===== src/rtl/motor_ramp_limiter_pkg.sv =====
// Shared constants and state encoding for the motor ramp limiter.
// Default ramp timing matches a 50 MHz system clock.
package motor_ramp_limiter_pkg;

  localparam int DUTY_CYCLE_SIZE = 10;
  localparam int RL_RAMP_DIV     = 50000;
  localparam int RL_STEP         = 8;
  localparam int RL_ZERO_HOLD    = 20;
  localparam int RL_WDT_CYCLES   = 25000000;

  typedef enum logic [1:0] {
    RL_IDLE  = 2'd0,
    RL_RAMP  = 2'd1,
    RL_DWELL = 2'd2
  } rl_state_e;

endpackage


===== src/rtl/motor_ramp_limiter_tick_gen.sv =====
// Ramp prescaler: one-cycle tick every RAMP_DIV clocks.
// Held at zero while the limiter is disabled.
module motor_ramp_limiter_tick_gen #(
  parameter int RAMP_DIV = 50000
) (
  input  logic clk,
  input  logic reset,
  input  logic enable,
  output logic tick
);

  localparam int CW = $clog2(RAMP_DIV);
  localparam logic [CW-1:0] LAST = CW'(RAMP_DIV - 1);

  logic [CW-1:0] cnt;
  logic          wrap;

  assign wrap = (cnt == LAST);
  assign tick = enable && wrap;

  always_ff @(posedge clk or posedge reset) begin
    if (reset) begin
      cnt <= '0;
    end else if (!enable || wrap) begin
      cnt <= '0;
    end else begin
      cnt <= cnt + 1'b1;
    end
  end

endmodule


===== src/rtl/motor_ramp_limiter.sv =====
// Slew-limited speed command stage ahead of the H-bridge motor_controller.
// Define MOTOR_WATCHDOG_EN to add the command watchdog.
module motor_ramp_limiter
  import motor_ramp_limiter_pkg::*;
#(
  parameter int DC_W       = DUTY_CYCLE_SIZE,
  parameter int RAMP_DIV   = RL_RAMP_DIV,
  parameter int STEP       = RL_STEP,
  parameter int ZERO_HOLD  = RL_ZERO_HOLD,
  parameter int WDT_CYCLES = RL_WDT_CYCLES
) (
  input  logic            clk,
  input  logic            reset,
  input  logic            enable,
  input  logic            cmd_valid,
  input  logic [DC_W:0]   cmd_speed,
  output logic            dir,
  output logic            on,
  output logic [DC_W-1:0] duty_cycle,
  output logic            at_target,
  output logic            wdt_expired
);

  localparam logic [DC_W-1:0] STEP_V = DC_W'(STEP);
  localparam logic [DC_W-1:0] MAX_V  = '1;
  localparam logic [DC_W:0]   ONE_X  = (DC_W + 1)'(1);
  localparam int HW = $clog2(ZERO_HOLD + 1);
  localparam logic [HW-1:0] HOLD_LAST = HW'(ZERO_HOLD - 1);

  rl_state_e       state, state_n;
  logic [DC_W-1:0] mag, mag_n;
  logic            dir_n, on_n;
  logic [HW-1:0]   hold, hold_n;
  logic [DC_W-1:0] tgt_mag;
  logic            tgt_dir;
  logic            tick;
  logic            wdt_fire;

  logic [DC_W:0]   cmd_neg, cmd_abs;
  logic [DC_W-1:0] cmd_mag;
  logic [DC_W:0]   sum;
  logic [DC_W-1:0] up, dn_raw, dn_tgt, first;
  logic            leaving;

  motor_ramp_limiter_tick_gen #(
    .RAMP_DIV (RAMP_DIV)
  ) u_tick (
    .clk    (clk),
    .reset  (reset),
    .enable (enable),
    .tick   (tick)
  );

  // -2^DC_W has no positive twin; it saturates to full scale
  assign cmd_neg = ~cmd_speed + ONE_X;
  assign cmd_abs = cmd_speed[DC_W] ? cmd_neg : cmd_speed;
  assign cmd_mag = cmd_abs[DC_W] ? MAX_V : cmd_abs[DC_W-1:0];

  assign sum     = {1'b0, mag} + {1'b0, STEP_V};
  assign up      = (sum > {1'b0, tgt_mag}) ? tgt_mag : sum[DC_W-1:0];
  assign dn_raw  = (mag > STEP_V) ? (mag - STEP_V) : '0;
  assign dn_tgt  = (dn_raw < tgt_mag) ? tgt_mag : dn_raw;
  assign first   = (tgt_mag < STEP_V) ? tgt_mag : STEP_V;
  assign leaving = (tgt_mag == '0) || (tgt_dir != dir);

  always_comb begin
    state_n = state;
    mag_n   = mag;
    dir_n   = dir;
    on_n    = on;
    hold_n  = hold;
    if (!enable) begin
      state_n = RL_IDLE;
      mag_n   = '0;
      on_n    = 1'b0;
      hold_n  = '0;
    end else if (tick) begin
      unique case (state)
        RL_IDLE: begin
          if (tgt_mag != '0) begin
            dir_n   = tgt_dir;
            mag_n   = first;
            on_n    = 1'b1;
            state_n = RL_RAMP;
          end
        end
        RL_RAMP: begin
          if (leaving) begin
            mag_n = dn_raw;
            if (dn_raw == '0) begin
              on_n    = 1'b0;
              state_n = (tgt_mag != '0) ? RL_DWELL : RL_IDLE;
            end
          end else if (mag < tgt_mag) begin
            mag_n = up;
          end else if (mag > tgt_mag) begin
            mag_n = dn_tgt;
          end
        end
        RL_DWELL: begin
          if (hold == HOLD_LAST) begin
            hold_n = '0;
            if (tgt_mag == '0) begin
              state_n = RL_IDLE;
            end else begin
              dir_n   = tgt_dir;
              mag_n   = first;
              on_n    = 1'b1;
              state_n = RL_RAMP;
            end
          end else begin
            hold_n = hold + 1'b1;
          end
        end
        default: state_n = RL_IDLE;
      endcase
    end
  end

  always_ff @(posedge clk or posedge reset) begin
    if (reset) begin
      state <= RL_IDLE;
      mag   <= '0;
      dir   <= 1'b1;
      on    <= 1'b0;
      hold  <= '0;
    end else begin
      state <= state_n;
      mag   <= mag_n;
      dir   <= dir_n;
      on    <= on_n;
      hold  <= hold_n;
    end
  end

  always_ff @(posedge clk or posedge reset) begin
    if (reset) begin
      tgt_mag <= '0;
      tgt_dir <= 1'b1;
    end else if (cmd_valid) begin
      tgt_mag <= cmd_mag;
      tgt_dir <= ~cmd_speed[DC_W];
    end else if (wdt_fire) begin
      tgt_mag <= '0;
    end
  end

`ifdef MOTOR_WATCHDOG_EN
  localparam int WW = $clog2(WDT_CYCLES + 1);
  localparam logic [WW-1:0] WDT_LAST = WW'(WDT_CYCLES - 1);

  logic [WW-1:0] wdt_cnt;

  assign wdt_fire = !wdt_expired && (wdt_cnt == WDT_LAST);

  always_ff @(posedge clk or posedge reset) begin
    if (reset) begin
      wdt_cnt     <= '0;
      wdt_expired <= 1'b0;
    end else if (cmd_valid) begin
      wdt_cnt     <= '0;
      wdt_expired <= 1'b0;
    end else if (wdt_fire) begin
      wdt_expired <= 1'b1;
    end else if (!wdt_expired) begin
      wdt_cnt <= wdt_cnt + 1'b1;
    end
  end
`else
  logic unused_wdt;

  assign unused_wdt  = ^WDT_CYCLES;
  assign wdt_fire    = 1'b0;
  assign wdt_expired = 1'b0;
`endif

  assign duty_cycle = mag;
  assign at_target  = (mag == tgt_mag) &&
                      ((tgt_mag == '0) || (dir == tgt_dir));

endmodule


===== config.mk =====
export PLATFORM = sky130hd
export DESIGN_NAME = motor_ramp_limiter
export DESIGN_NICKNAME = d
export VERILOG_FILES = /design/src/rtl/motor_ramp_limiter_pkg.sv /design/src/rtl/motor_ramp_limiter_tick_gen.sv /design/src/rtl/motor_ramp_limiter.sv
export SDC_FILE = /design/constraint.sdc
export NUM_CORES = 1
export LEC_CHECK = 0
export BUFFER_PORTS_ARGS = -buffer_cell sky130_fd_sc_hd__buf_2
export CAP_MARGIN = 15
export CORE_MARGIN = 4
export CORE_UTILIZATION = 55
export DETAILED_ROUTE_END_ITERATION = 6
export PLACE_DENSITY = 0.84
export REMOVE_ABC_BUFFERS = 1
export SYNTH_ARGS = -nofsm -noshare
export SYNTH_HDL_FRONTEND = slang
export SYNTH_SLANG_ARGS = --single-unit

===== constraint.sdc =====
create_clock -name clk -period 3.2 [get_ports clk]
set_clock_uncertainty 0.1 [all_clocks]
set_input_delay 0.32 -clock clk [delete_from_list [all_inputs] [get_ports clk]]
set_output_delay 0.32 -clock clk [all_outputs]
set_load 0.05 [all_outputs]

==> run_results.csv <==
group,metric,value,unit
outcome,outcome,"complete, no violations",
cells_and_area,fin_cells,563,
synthesis,synthArstFlopShare,100,%
route,totalWireLength,10.4,mm
placement,dp_cells,548,
worst_setup_path,path_class,"flop to flop",
cells_and_area,final_cell_mix,"dfrtp_1, nor2_1, buf_4, nand2_1, ha_1",
worst_setup_path,start_kind,"flop",
cells_and_area,seq_area,1150,µm²
floorplan,coreArea,6390,µm²
cells_and_area,design_area,4360,µm²
sta,rsz0062_at_grt,"yes",
sta,setup_viol,0,
floorplan,die_area,7990,µm²
synthesis,synth_edf_count,0,
route,wire_per_inst,18.6,µm
cells_and_area,final_nets,531,
cells_and_area,antenna_cells,0,
grt,grt_use_total,27.0,%
sta,max_slew.worst_pin.slew,0.951,ns
sta,slew_headroom,36.5,%
cts,cts-root-buf,"clkbuf_8",
cells_and_area,final_common_cell,"dfrtp_1",
flow_run,cap_violations,0,
placement,placed_cell_area,4060,µm²
route,drt-vias-per-instance,6.29,
route,first_pass_iters,5,
sta,max_freq,316,MHz
grt,grt_max_degree,47,
route,detail-route-antenna-nets,0,
synthesis,netlist_area,3640,µm²
synthesis,synth.distinct_cells,65,
floorplan,ios,29,
floorplan,start_util,57.0,%
placement,gp_congestion,1.05,
worst_setup_path,critPathBufInv,1,
synthesis,synthCells,424,
cells_and_area,fillCellCount,536,
worst_setup_path,critPathTopFamily,"simple AND/OR/NAND/NOR gates",
worst_setup_path,cp_slowest_stage_delay,0.46,ns
route,drcViolationCount,0,
worst_setup_path,crit_arrival,3.32,ns
synthesis,synth_top_area_share,30.2,%
grt,antenna_found_initial,0,
floorplan,row_count,29,
cells_and_area,final_layout_size_suffix_gt1_share,24.5,%
cts,clk_latency,0.31,ns
cts,cts_tree,"built",
grt,grt_pass1_wl,16.7,mm
cells_and_area,syn_to_final_growth,19.8,%
sta,slew_violations,0,
worst_setup_path,critical_path_required,3.36,ns
cts,cts_max_level,2,
min_path,hp-class,"input port to asynchronous set/reset pin",
cts,clkSinkCount,46,
worst_setup_path,worstPathCellList,"buf_6 > or4_4 > o21ai_2 > o21ai_2 > ha_1 > nand4_1 > nor2_1 > a211oi_2 > nand2_2 > mux2_4 > or4b_1 > nand3_1",
synthesis,syn_area_per_cell,8.59,µm²
sta,final_hold_viol_count,0,
synthesis,ys.warnings.count,0,
synthesis,synth.area.top_cells,"dfrtp_1, ha_1, nor2_1",
route,drt_iter0_markers,322,
synthesis,yosys_register_bits,46,
power_and_ir_drop,p_per_area,310,nW/µm²
synthesis,synth_seq_area_share,31.7,%
worst_setup_path,cp-end-kind,"flop",
cells_and_area,multi_input_area,2430,µm²
cts,clkTransAtPathRegs,0.10,ns
worst_setup_path,crit_slowest_cell,"or4b_1",
power_and_ir_drop,ir_drop,0.000239,V
route,dr_total_vias,3542,
cts,clock_path_buffers,2,
grt,grt_pass1_vias,3475,
grt,overflow,0,
sta,holdWs,0.113,ns
power_and_ir_drop,p_leak,2.05,nW
floorplan,die-height,89.4,µm
sta,min_period,3.17,ns
cts,cts_buffers,5,
power_and_ir_drop,finalPower,1.35,mW
synthesis,synth_top_area_cell,"dfrtp_1",
floorplan,die_w,89.4,µm
sta,fin_crit_sh,98.9,%
cts,hold_buffers,0,
placement,hpwl,8.05,mm
worst_setup_path,cp_common_cell,"o21ai_2",
worst_setup_path,crit_fanout,5,
placement,numPortBuffers,27,
synthesis,synthFlopType,"dfrtp_1",
[cells in the mapped netlist, types with 9 or more instances]
| library cell | instances |
|---|---|
| and3_1 | 9 |
| nand3_1 | 17 |
| o21ai_0 | 16 |
| ha_1 | 31 |
| dfrtp_1 | 44 |
| xor2_1 | 18 |
| xnor2_1 | 14 |
| nor2_1 | 48 |
| clkbuf_1 | 11 |
| inv_1 | 24 |
| nand2_1 | 38 |
| nor2b_1 | 10 |
| a21oi_1 | 12 |
[timing repair]
action                                  in CTS  in global routing
endpoints found under the setup margin       1                  9
buffers inserted                             0                  7
pin swaps                                    0                 16
resized for setup                            1                 33
[flip-flops by register name, indices dropped and copies added, names as in the netlist]
register	flops
state	2
u_tick.cnt	16
duty_cycle	10
on	1
tgt_dir	1
tgt_mag	10
hold	5
dir	1
[routing by layer]
layer | share of wire [%] | GRT usage, %
met1 | 42 | 34.7
met2 | 48 | 45.6
met3 | 7.4 | 4.70
met4 | 3.3 | 9.88
met5 | 0 | 0
[through the flow]
stage	util, %	setup TNS [ns]	setup WS, ns
2_1_floorplan	-	-1.79	-0.261
3_3_place_gp	63.6	0	0.0222
3_5_place_dp	63.6	-0.0146	-0.0146
4_1_cts	65.5	0	0.0112
5_1_grt	68.3	-0.103	-0.0412
6_report	68.3	0	0.0339
[cells by family (layout without fill, tap and decap cells)]
logic type / Yosys count / count (layout) / synth area share, %
other: 1 / 1 / 0.103
adder cells (fa/ha/maj): 31 / 31 / 10.6
buffers and inverters: 41 / 103 / 4.91
AND/OR/NAND/NOR: 175 / 175 / 24.7
multiplexers: 10 / 10 / 2.92
XOR/XNOR: 32 / 32 / 7.69
flip-flops: 46 / 46 / 31.7
AO/OA/AOI/OAI: 88 / 88 / 17.4
[path summary, 6_finish.rpt]
| check | cells past startpoint | end | slack (ns) | from |
|---|---|---|---|---|
| setup / recovery | 12 | duty_cycle[8] | 0.03 | duty_cycle[6] |
| hold / removal | 2 | u_tick.cnt[10] | 0.11 | reset |
| setup reg to reg | 12 | duty_cycle[8] | 0.03 | duty_cycle[6] |
| hold reg to reg | 1 | u_tick.cnt[0] | 0.37 | u_tick.cnt[0] |
| max in group asynchronous | 2 | duty_cycle[6] | 2.24 | reset |
| min in group clk | 2 | tgt_mag[8] | 0.15 | cmd_valid |
[power breakdown]
part	total [mW]	internal, mW	leakage, nW	switching, mW
registers	0.624	0.602	0.601	0.0213
logic	0.256	0.0957	1.39	0.161
clock network	0.472	0.239	0.0563	0.233
total	1.35	0.937	2.05	0.415
[cell type report]
| class | count | area share [%] |
|---|---|---|
| Clock buffer | 5 | 1.58 |
| Clock inverter | 3 | 1.12 |
| Inverter | 24 | 2.06 |
| Multi-Input combinational cell | 337 | 55.6 |
| Sequential cell | 46 | 26.5 |
| Tap cell | 77 | 2.21 |
| Timing Repair Buffer | 71 | 10.9 |
Note: power is estimated with default switching activity, not from simulation.
